## src/rtl/fifo_arb_ctrl.sv

```systemverilog
// fifo_arb_ctrl: round-robin write arbiter in front of a FIFO, plus a read
// sequencer that waits a programmable delay, pops one word, and holds it on
// a valid/ready output until it is taken.
//
// Read sequencer states:
//   state      | meaning
//   -----------+------------------------------------------------------------
//   ST_IDLE    | no read in flight; leaves when the FIFO reports data
//   ST_WAIT    | counting down rd_delay before the read
//   ST_READ    | one-cycle fifo_read_en strobe (skipped if FIFO went empty)
//   ST_CAPTURE | FIFO data valid this cycle; latched into out_data
//   ST_HOLD    | out_valid high, waiting for out_ready
module fifo_arb_ctrl #(
    parameter int NUM_REQ     = 4,
    parameter int DATA_WIDTH  = 4,
    parameter int DELAY_WIDTH = 4
) (
    input  logic                          clk,
    input  logic                          rst_n,
    input  logic [NUM_REQ-1:0]            req_valid,
    input  logic [NUM_REQ*DATA_WIDTH-1:0] req_data,
    output logic [NUM_REQ-1:0]            req_ready,
    output logic                          fifo_write_en,
    output logic [DATA_WIDTH-1:0]         fifo_data_in,
    input  logic                          fifo_full,
    input  logic                          fifo_empty,
    output logic                          fifo_read_en,
    input  logic [DATA_WIDTH-1:0]         fifo_data_out,
    input  logic [DELAY_WIDTH-1:0]        rd_delay,
    output logic                          out_valid,
    input  logic                          out_ready,
    output logic [DATA_WIDTH-1:0]         out_data,
    output logic [$clog2(NUM_REQ)-1:0]    grant_id
);

    localparam int GW = $clog2(NUM_REQ);

    typedef enum logic [2:0] {
        ST_IDLE,
        ST_WAIT,
        ST_READ,
        ST_CAPTURE,
        ST_HOLD
    } rd_state_t;

    logic [GW-1:0]          last_grant_q, last_grant_d;
    rd_state_t              state_q, state_d;
    logic [DELAY_WIDTH-1:0] cnt_q, cnt_d;
    logic                   out_valid_q, out_valid_d;
    logic [DATA_WIDTH-1:0]  out_data_q, out_data_d;

    logic [DATA_WIDTH-1:0]  req_word [NUM_REQ];

    // Unpack the flat requester data bus into one word per requester.
    for (genvar gi = 0; gi < NUM_REQ; gi++) begin : g_unpack
        assign req_word[gi] = req_data[gi*DATA_WIDTH +: DATA_WIDTH];
    end

    // Round-robin grant: search starts one past the last winner and wraps.
    always_comb begin
        logic          found;
        logic [GW-1:0] idx;
        req_ready     = '0;
        fifo_write_en = 1'b0;
        fifo_data_in  = '0;
        last_grant_d  = last_grant_q;
        found         = 1'b0;
        idx           = '0;
        if (!fifo_full) begin
            for (int k = 0; k < NUM_REQ; k++) begin
                idx = GW'((int'(last_grant_q) + 1 + k) % NUM_REQ);
                if (!found && req_valid[idx]) begin
                    found          = 1'b1;
                    req_ready[idx] = 1'b1;
                    fifo_write_en  = 1'b1;
                    fifo_data_in   = req_word[idx];
                    last_grant_d   = idx;
                end
            end
        end
    end

    // Read sequencer next-state, delay counter and output holding register.
    always_comb begin
        state_d      = state_q;
        cnt_d        = cnt_q;
        out_valid_d  = out_valid_q;
        out_data_d   = out_data_q;
        fifo_read_en = 1'b0;
        case (state_q)
            ST_IDLE: begin
                if (!fifo_empty) begin
                    if (rd_delay == '0) begin
                        state_d = ST_READ;
                    end else begin
                        cnt_d   = rd_delay;
                        state_d = ST_WAIT;
                    end
                end
            end
            ST_WAIT: begin
                cnt_d = cnt_q - DELAY_WIDTH'(1);
                // <= rather than == so a corrupted zero count cannot wrap.
                if (cnt_q <= DELAY_WIDTH'(1)) begin
                    cnt_d   = '0;
                    state_d = ST_READ;
                end
            end
            ST_READ: begin
                if (!fifo_empty) begin
                    fifo_read_en = 1'b1;
                    state_d      = ST_CAPTURE;
                end else begin
                    state_d = ST_IDLE;
                end
            end
            ST_CAPTURE: begin
                out_data_d  = fifo_data_out;
                out_valid_d = 1'b1;
                state_d     = ST_HOLD;
            end
            ST_HOLD: begin
                if (out_ready) begin
                    out_valid_d = 1'b0;
                    state_d     = ST_IDLE;
                end
            end
            default: begin
                state_d = ST_IDLE;
            end
        endcase
    end

    // State registers; reset parks the arbiter so requester 0 wins first.
    always_ff @(posedge clk or negedge rst_n) begin
        if (!rst_n) begin
            last_grant_q <= GW'(NUM_REQ - 1);
            state_q      <= ST_IDLE;
            cnt_q        <= '0;
            out_valid_q  <= 1'b0;
            out_data_q   <= '0;
        end else begin
            last_grant_q <= last_grant_d;
            state_q      <= state_d;
            cnt_q        <= cnt_d;
            out_valid_q  <= out_valid_d;
            out_data_q   <= out_data_d;
        end
    end

    assign grant_id  = last_grant_q;
    assign out_valid = out_valid_q;
    assign out_data  = out_data_q;

endmodule

```

## config.mk

```make
export PLATFORM = sky130hd
export DESIGN_NAME = fifo_arb_ctrl
export DESIGN_NICKNAME = d
export VERILOG_FILES = /design/src/rtl/fifo_arb_ctrl.sv
export SDC_FILE = /design/constraint.sdc
export NUM_CORES = 1
export LEC_CHECK = 0
export BUFFER_PORTS_ARGS = -buffer_cell sky130_fd_sc_hd__buf_2
export CAP_MARGIN = 20
export CELL_PAD_IN_SITES_DETAIL_PLACEMENT = 1
export CELL_PAD_IN_SITES_GLOBAL_PLACEMENT = 1
export CORE_MARGIN = 3
export CORE_UTILIZATION = 30
export CTS_CLUSTER_DIAMETER = 100
export DETAILED_ROUTE_END_ITERATION = 16
export HOLD_SLACK_MARGIN = 0.05
export PLACE_DENSITY = 0.63
export RECOVER_POWER = 50
export SLEW_MARGIN = 40
export SYNTH_ARGS = -nofsm -noshare
export SYNTH_HDL_FRONTEND = slang
export SYNTH_SLANG_ARGS = --single-unit
```

## constraint.sdc

```tcl
create_clock -name clk -period 5.2 [get_ports clk]
set_clock_uncertainty 0.1 [all_clocks]
set_input_delay 0.26 -clock clk [delete_from_list [all_inputs] [get_ports clk]]
set_output_delay 0.26 -clock clk [all_outputs]
set_load 0.005 [all_outputs]
```

==> Yosys cells after proc, flatten, opt, wreduce, memory -nomap -nowiden <==
Cells that the tools add are included.
Widths: inputs -> output; s select.
{ "totals": {"regBits": 14, "input_bits": 33, "output_inout_bits": 17, "elab_cells": 127} }
{ "op_classes": {"addsub": 5, "n_lt_le_gt_ge": 13, "n_eq_ne": 8, "n_mux": 69, "bitwise": 8, "n_reduce_logical": 19} }
{ "ops": {"columns": ["operator", "count"], "rows": [
  ["$mux 4", 24],
  ["$bmux 4 s2", 4],
  ["$mux 1", 21],
  ["$pmux 3 s5", 1],
  ["$ge 3x3->1 const B", 4],
  ["$lt 2x3->1 const B", 4],
  ["$mux 2", 6],
  ["$not 2->3", 4],
  ["$or 4x4->4", 3],
  ["$mux 3", 3],
  ["$bmux 1 s2", 4],
  ["$demux 1 s2", 4],
  ["$ge 2x1->1 const B", 4],
  ["$ne 2x2->1 const B", 4],
  ["$pmux 4 s2", 1],
  ["$logic_and 1x1->1", 7],
  ["$add 2x2->2 const B", 3],
  ["$eq 3x2->1 const B", 2],
  ["$reduce_and 3->1", 2],
  ["$le 4x1->1 const B", 1],
  ["$logic_not 4->1", 1],
  ["$reduce_and 2->1", 2],
  ["$reduce_bool 2->1", 2],
  ["$reduce_bool 4->1", 1],
  ["8 further kinds", 10]
]} }

==> Longest topological paths before layout <==
{ "depth": {"word_depth": 17, "mapped_depth": 9, "ltp_nobuf": 7} }

==> Worst setup path before layout <==
No wires, ideal clock.
{ "synth_timing": {"kind": "reg2out", "startpoint": "register last_grant_q[0] (netlist: grant_id[0])", "endpoint": "output port fifo_data_in[0]", "arrival_ns": 2.366, "required_ns": 4.840, "setup_slack_ns": 2.474, "stages_incl_launch_ff": 9, "n_path_buf": 1, "path_cell_list": "dfstp_2 > buf_6 > inv_1 > ha_1 > nor2_1 > or4b_4 > a21boi_4 > a22oi_1 > a21oi_1"} }
{ "synth_between": {"elab_chain_len": 17, "word_cells_on_any_way": 45, "cone_classes": "add/sub (4); mux (31); bitwise (4); reduce/logical (6)"} }
{ "synth_lines": {"columns": ["element", "line_no", "text"], "rows": [
  ["start, declared", "46", "logic [GW-1:0] last_grant_q, last_grant_d;"],
  ["start signal, assigned", "137", "last_grant_q <= GW'(NUM_REQ - 1);"],
  ["start signal, assigned", "143", "last_grant_q <= last_grant_d;"],
  ["$add 2x1->2 (*)", "71", "idx = GW'((int'(last_grant_q) + 1 + k) % NUM_REQ);"],
  ["$bmux 1 s2", "72", "if (!found && req_valid[idx]) begin"],
  ["$mux 1 (implied by the code)", "72", null],
  ["$mux 1", "72", null],
  ["$mux 1", "69", "if (!fifo_full) begin"],
  ["$logic_not 1->1", "72", null],
  ["$logic_and 1x1->1", "72", null],
  ["$mux 1", "72", null],
  ["$mux 1", "69", null],
  ["$logic_not 1->1", "72", null],
  ["$logic_and 1x1->1", "72", null],
  ["$mux 1", "72", null],
  ["$mux 1", "69", null],
  ["$logic_not 1->1", "72", null],
  ["$logic_and 1x1->1", "72", null],
  ["$mux 4 (*)", "72", null],
  ["$mux 4 (*)", "69", null],
  ["end, declared", "24", "output logic [DATA_WIDTH-1:0] fifo_data_in,"]
]} }
Every way passes the cells marked *; elsewhere a longest branch is shown, timed or not. The select of a mux whose other input is x is not followed.

==> Worst setup path in the final report <==
{ "layout_timing": {"startpoint": "register last_grant_q[0] (netlist: grant_id[0])", "endpoint": "output port fifo_data_in[2]"} }
The elaborated chain is that of the path after synthesis.

==> flow_metrics.tcl <==
set metrics [dict create \
    status "complete, no violations" \
    ys_ff_latch 14 \
    crit_path_max_fanout 31 \
    clk_path_buf_depth 2 \
    required_ns 4.84 \
    cts_setup_buffers 0 \
    detail_route.iter0.violations 71 \
    hold_ws_ns 0.140 \
    dieArea_mm2 0.00670 \
    multi_input_area_mm2 0.00125 \
    relSlewSlack 0.476 \
    overflow 0 \
    synthesis.instances 158 \
    vias_per_cell 5.72 \
    drc 0 \
    grt.total_usage 0.139 \
    area_growth_pct 17.2 \
    end_kind "output port" \
    ys_types 51 \
    cts_tree "done" \
    cts_sinks 14 \
    synthesis.area_mm2 0.00173 \
    post-route-min-period_ns 4.16 \
    post-place-ws_ns 1.33 \
    rsz0062_at_grt "false" \
    drt_pass1_iterations 4 \
    postSynthAreaPerCell_um2 10.9 \
    io_buffers 49 \
    routedWlPerCell_um 16.7 \
    cts_made_buffers 3 \
    arrival_ns 3.80 \
    ios 50 \
    diodes 0 \
    cts-root-buf "clkbuf_8" \
    fp.dieH_um 81.8 \
    clk_latency_ns 0.25 \
    grt_pass1_vias 1544 \
    reg2regPathDepth 6 \
    gp_congestion 0.748 \
    n_fill_cell 633 \
    setup_ws_ns 1.04 \
    syn_nets 198 \
    htreeDepth 1 \
    grt_pass1_wl_mm 7.45 \
    start_kind "flop" \
    setup_violations 0 \
    core-area_mm2 0.00534 \
    initial_core_util 0.323 \
    rows 26 \
    criticalPathCategory "flop to output port" \
    setup_tns_ns 0 \
    power-per-cell-area_mw_per_mm2 612 \
    clk_transition_reported_paths_ns 0.06 \
    die_w_um 81.8 \
    maxSlewViolCount 0 \
    holdPathStages 2 \
    timing.fmax_mhz 241 \
    dp_hpwl_mm 3.47 \
    dpl_cell_area_mm2 0.00196 \
    worst_pin_slew_ns 0.786 \
    hp-class "input port to flop" \
    post-route-period-util 0.799 \
    drive_gt1_frac 0.333 \
    ant_nets 0 \
    yosys_warnings 0 \
    max-vdd-ir-drop_mv 0.252 \
    drv_cap 0 \
    finalNetCount 245 \
    fin_util 0.379 \
    fin_area_mm2 0.00202 \
    regArea_um2 353 \
    vias 1567 \
    hold_viol 0 \
    ys_seq_area_frac 0.204 \
    grt_max_degree 32 \
    p_leak_nw 0.865 \
    routed_wl_mm 4.57 \
    antenna_found_initial 0 \
]
-- final cells by class --
type | instances | area share
clock buffer | 4 | 0.0272
inverter | 6 | 0.0111
multi-input combinational | 129 | 0.616
sequential | 14 | 0.175
tap | 70 | 0.0433
timing repair buffer | 51 | 0.127
-- layout by cell type, fill, tap and decap left out, types with 3 or more instances in the layout --
| cell type | n |
|---|---|
| a21oi_1 | 13 |
| a221oi_1 | 4 |
| a222oi_1 | 3 |
| a22oi_1 | 6 |
| buf_2 | 45 |
| clkbuf_1 | 4 |
| clkbuf_8 | 4 |
| dfrtp_1 | 12 |
| ha_1 | 7 |
| inv_1 | 6 |
| mux2_2 | 4 |
| mux2i_1 | 4 |
| mux4_1 | 11 |
| mux4_2 | 4 |
| nand2_1 | 9 |
| nor2_1 | 13 |
| nor2b_1 | 5 |
| o21a_1 | 4 |
| o21ai_0 | 5 |
-- timing repair --
action | in CTS | in global routing
endpoints found under the hold margin | 12 | 0
hold buffers | 1 | 0
gates resized for setup | 0 | 0
-- synthesized netlist by cell type (all sizes together) --
library cell,instances,share of area
o2bb2ai,1,0.0051
buf,4,0.026
a222oi,3,0.017
o32ai,1,0.0051
o41ai,1,0.0051
mux2,5,0.035
a21boi,1,0.011
ha,7,0.051
a211oi,2,0.0087
a32o,2,0.012
nand2b,1,0.0036
nand3,1,0.0029
o22a,2,0.010
nor3b,2,0.015
a32oi,2,0.010
o21a,4,0.017
o2111ai,1,0.0051
nor4,1,0.0036
o31ai,3,0.021
o21bai,1,0.0044
or4b,2,0.014
nand2,9,0.020
o311ai,1,0.0051
nor2b,5,0.018
nor2,13,0.028
o21ai,7,0.020
dfrtp,12,0.17
mux4,16,0.23
and3,1,0.0036
a221oi,4,0.020
inv,6,0.013
a22oi,6,0.026
clkbuf,5,0.034
o211ai,1,0.0044
xnor2,1,0.0051
dfstp,2,0.030
a31o,1,0.0051
nor3,1,0.0029
or3,2,0.0080
o22ai,1,0.0036
mux2i,4,0.023
a21oi,13,0.038
-- metrics by stage --
stage / total power, mW / cells
after global routing: 1.36 / 274
after global placement: 1.14 / 269
final: 1.24 / 274
after floorplan: 0.975 / 158
after detailed placement: 1.14 / 269
after CTS: 1.25 / 274
-- registers in the layout (all words and copies together) (netlist names) --
register,count
grant_id,2
state_q,3
cnt_q,4
out_data,4
out_valid,1
-- logic make-up after synthesis --
family,share of synthesized area
flip-flops,0.204
multiplexers,0.292
AND/OR/NAND/NOR,0.120
AO/OA/AOI/OAI,0.255
buffers and inverters,0.0732
adder cells (fa/ha/maj),0.0508
XOR/XNOR,0.00508
-- power breakdown --
group          internal, mW  leakage [nW]  switching (mW)
clock                0.0671        0.0288          0.0390
combinational         0.428         0.670           0.439
sequential            0.171         0.166          0.0931
total                 0.667         0.865           0.571
-- per-layer routing --
| layer | vias to the layer above | track usage | part of all wire | routed length [µm] |
|---|---|---|---|---|
| met5 | - | 0 | 0 | 0 |
| met4 | 0 | 0.0166 | 0.0028 | 13 |
| met3 | 2 | 0.0296 | 0.049 | 225 |
| met2 | 43 | 0.211 | 0.44 | 2010 |
| met1 | 775 | 0.209 | 0.51 | 2320 |
| li1 | 747 | - | - | - |
-- path summary, 6_finish.rpt --
kind	end	startpoint	slack (ns)
min in group asynchronous	out_valid$_DFFE_PN0P_	rst_n	0.52
hold / removal	out_data[1]$_DFFE_PN0P_	fifo_data_out[1]	0.14
hold reg to reg	out_data[0]$_DFFE_PN0P_	out_data[0]$_DFFE_PN0P_	0.40
setup / recovery	fifo_data_in[2]	grant_id[0]$_DFFE_PN1P_	1.04
setup reg to reg	grant_id[0]$_DFFE_PN1P_	grant_id[0]$_DFFE_PN1P_	1.67
max in group asynchronous	cnt_q[0]$_DFFE_PN0P_	rst_n	3.99
-- worst max-delay path, cell delays in order, from the launching register on --
cell	delay, ns
dfstp_2	1.00
inv_1	0.27
ha_1	0.66
mux4_2	0.54
nor2b_1	0.56
a221oi_1	0.20
a21oi_1	0.18
buf_2	0.13
(Power assumes the default switching activity.)
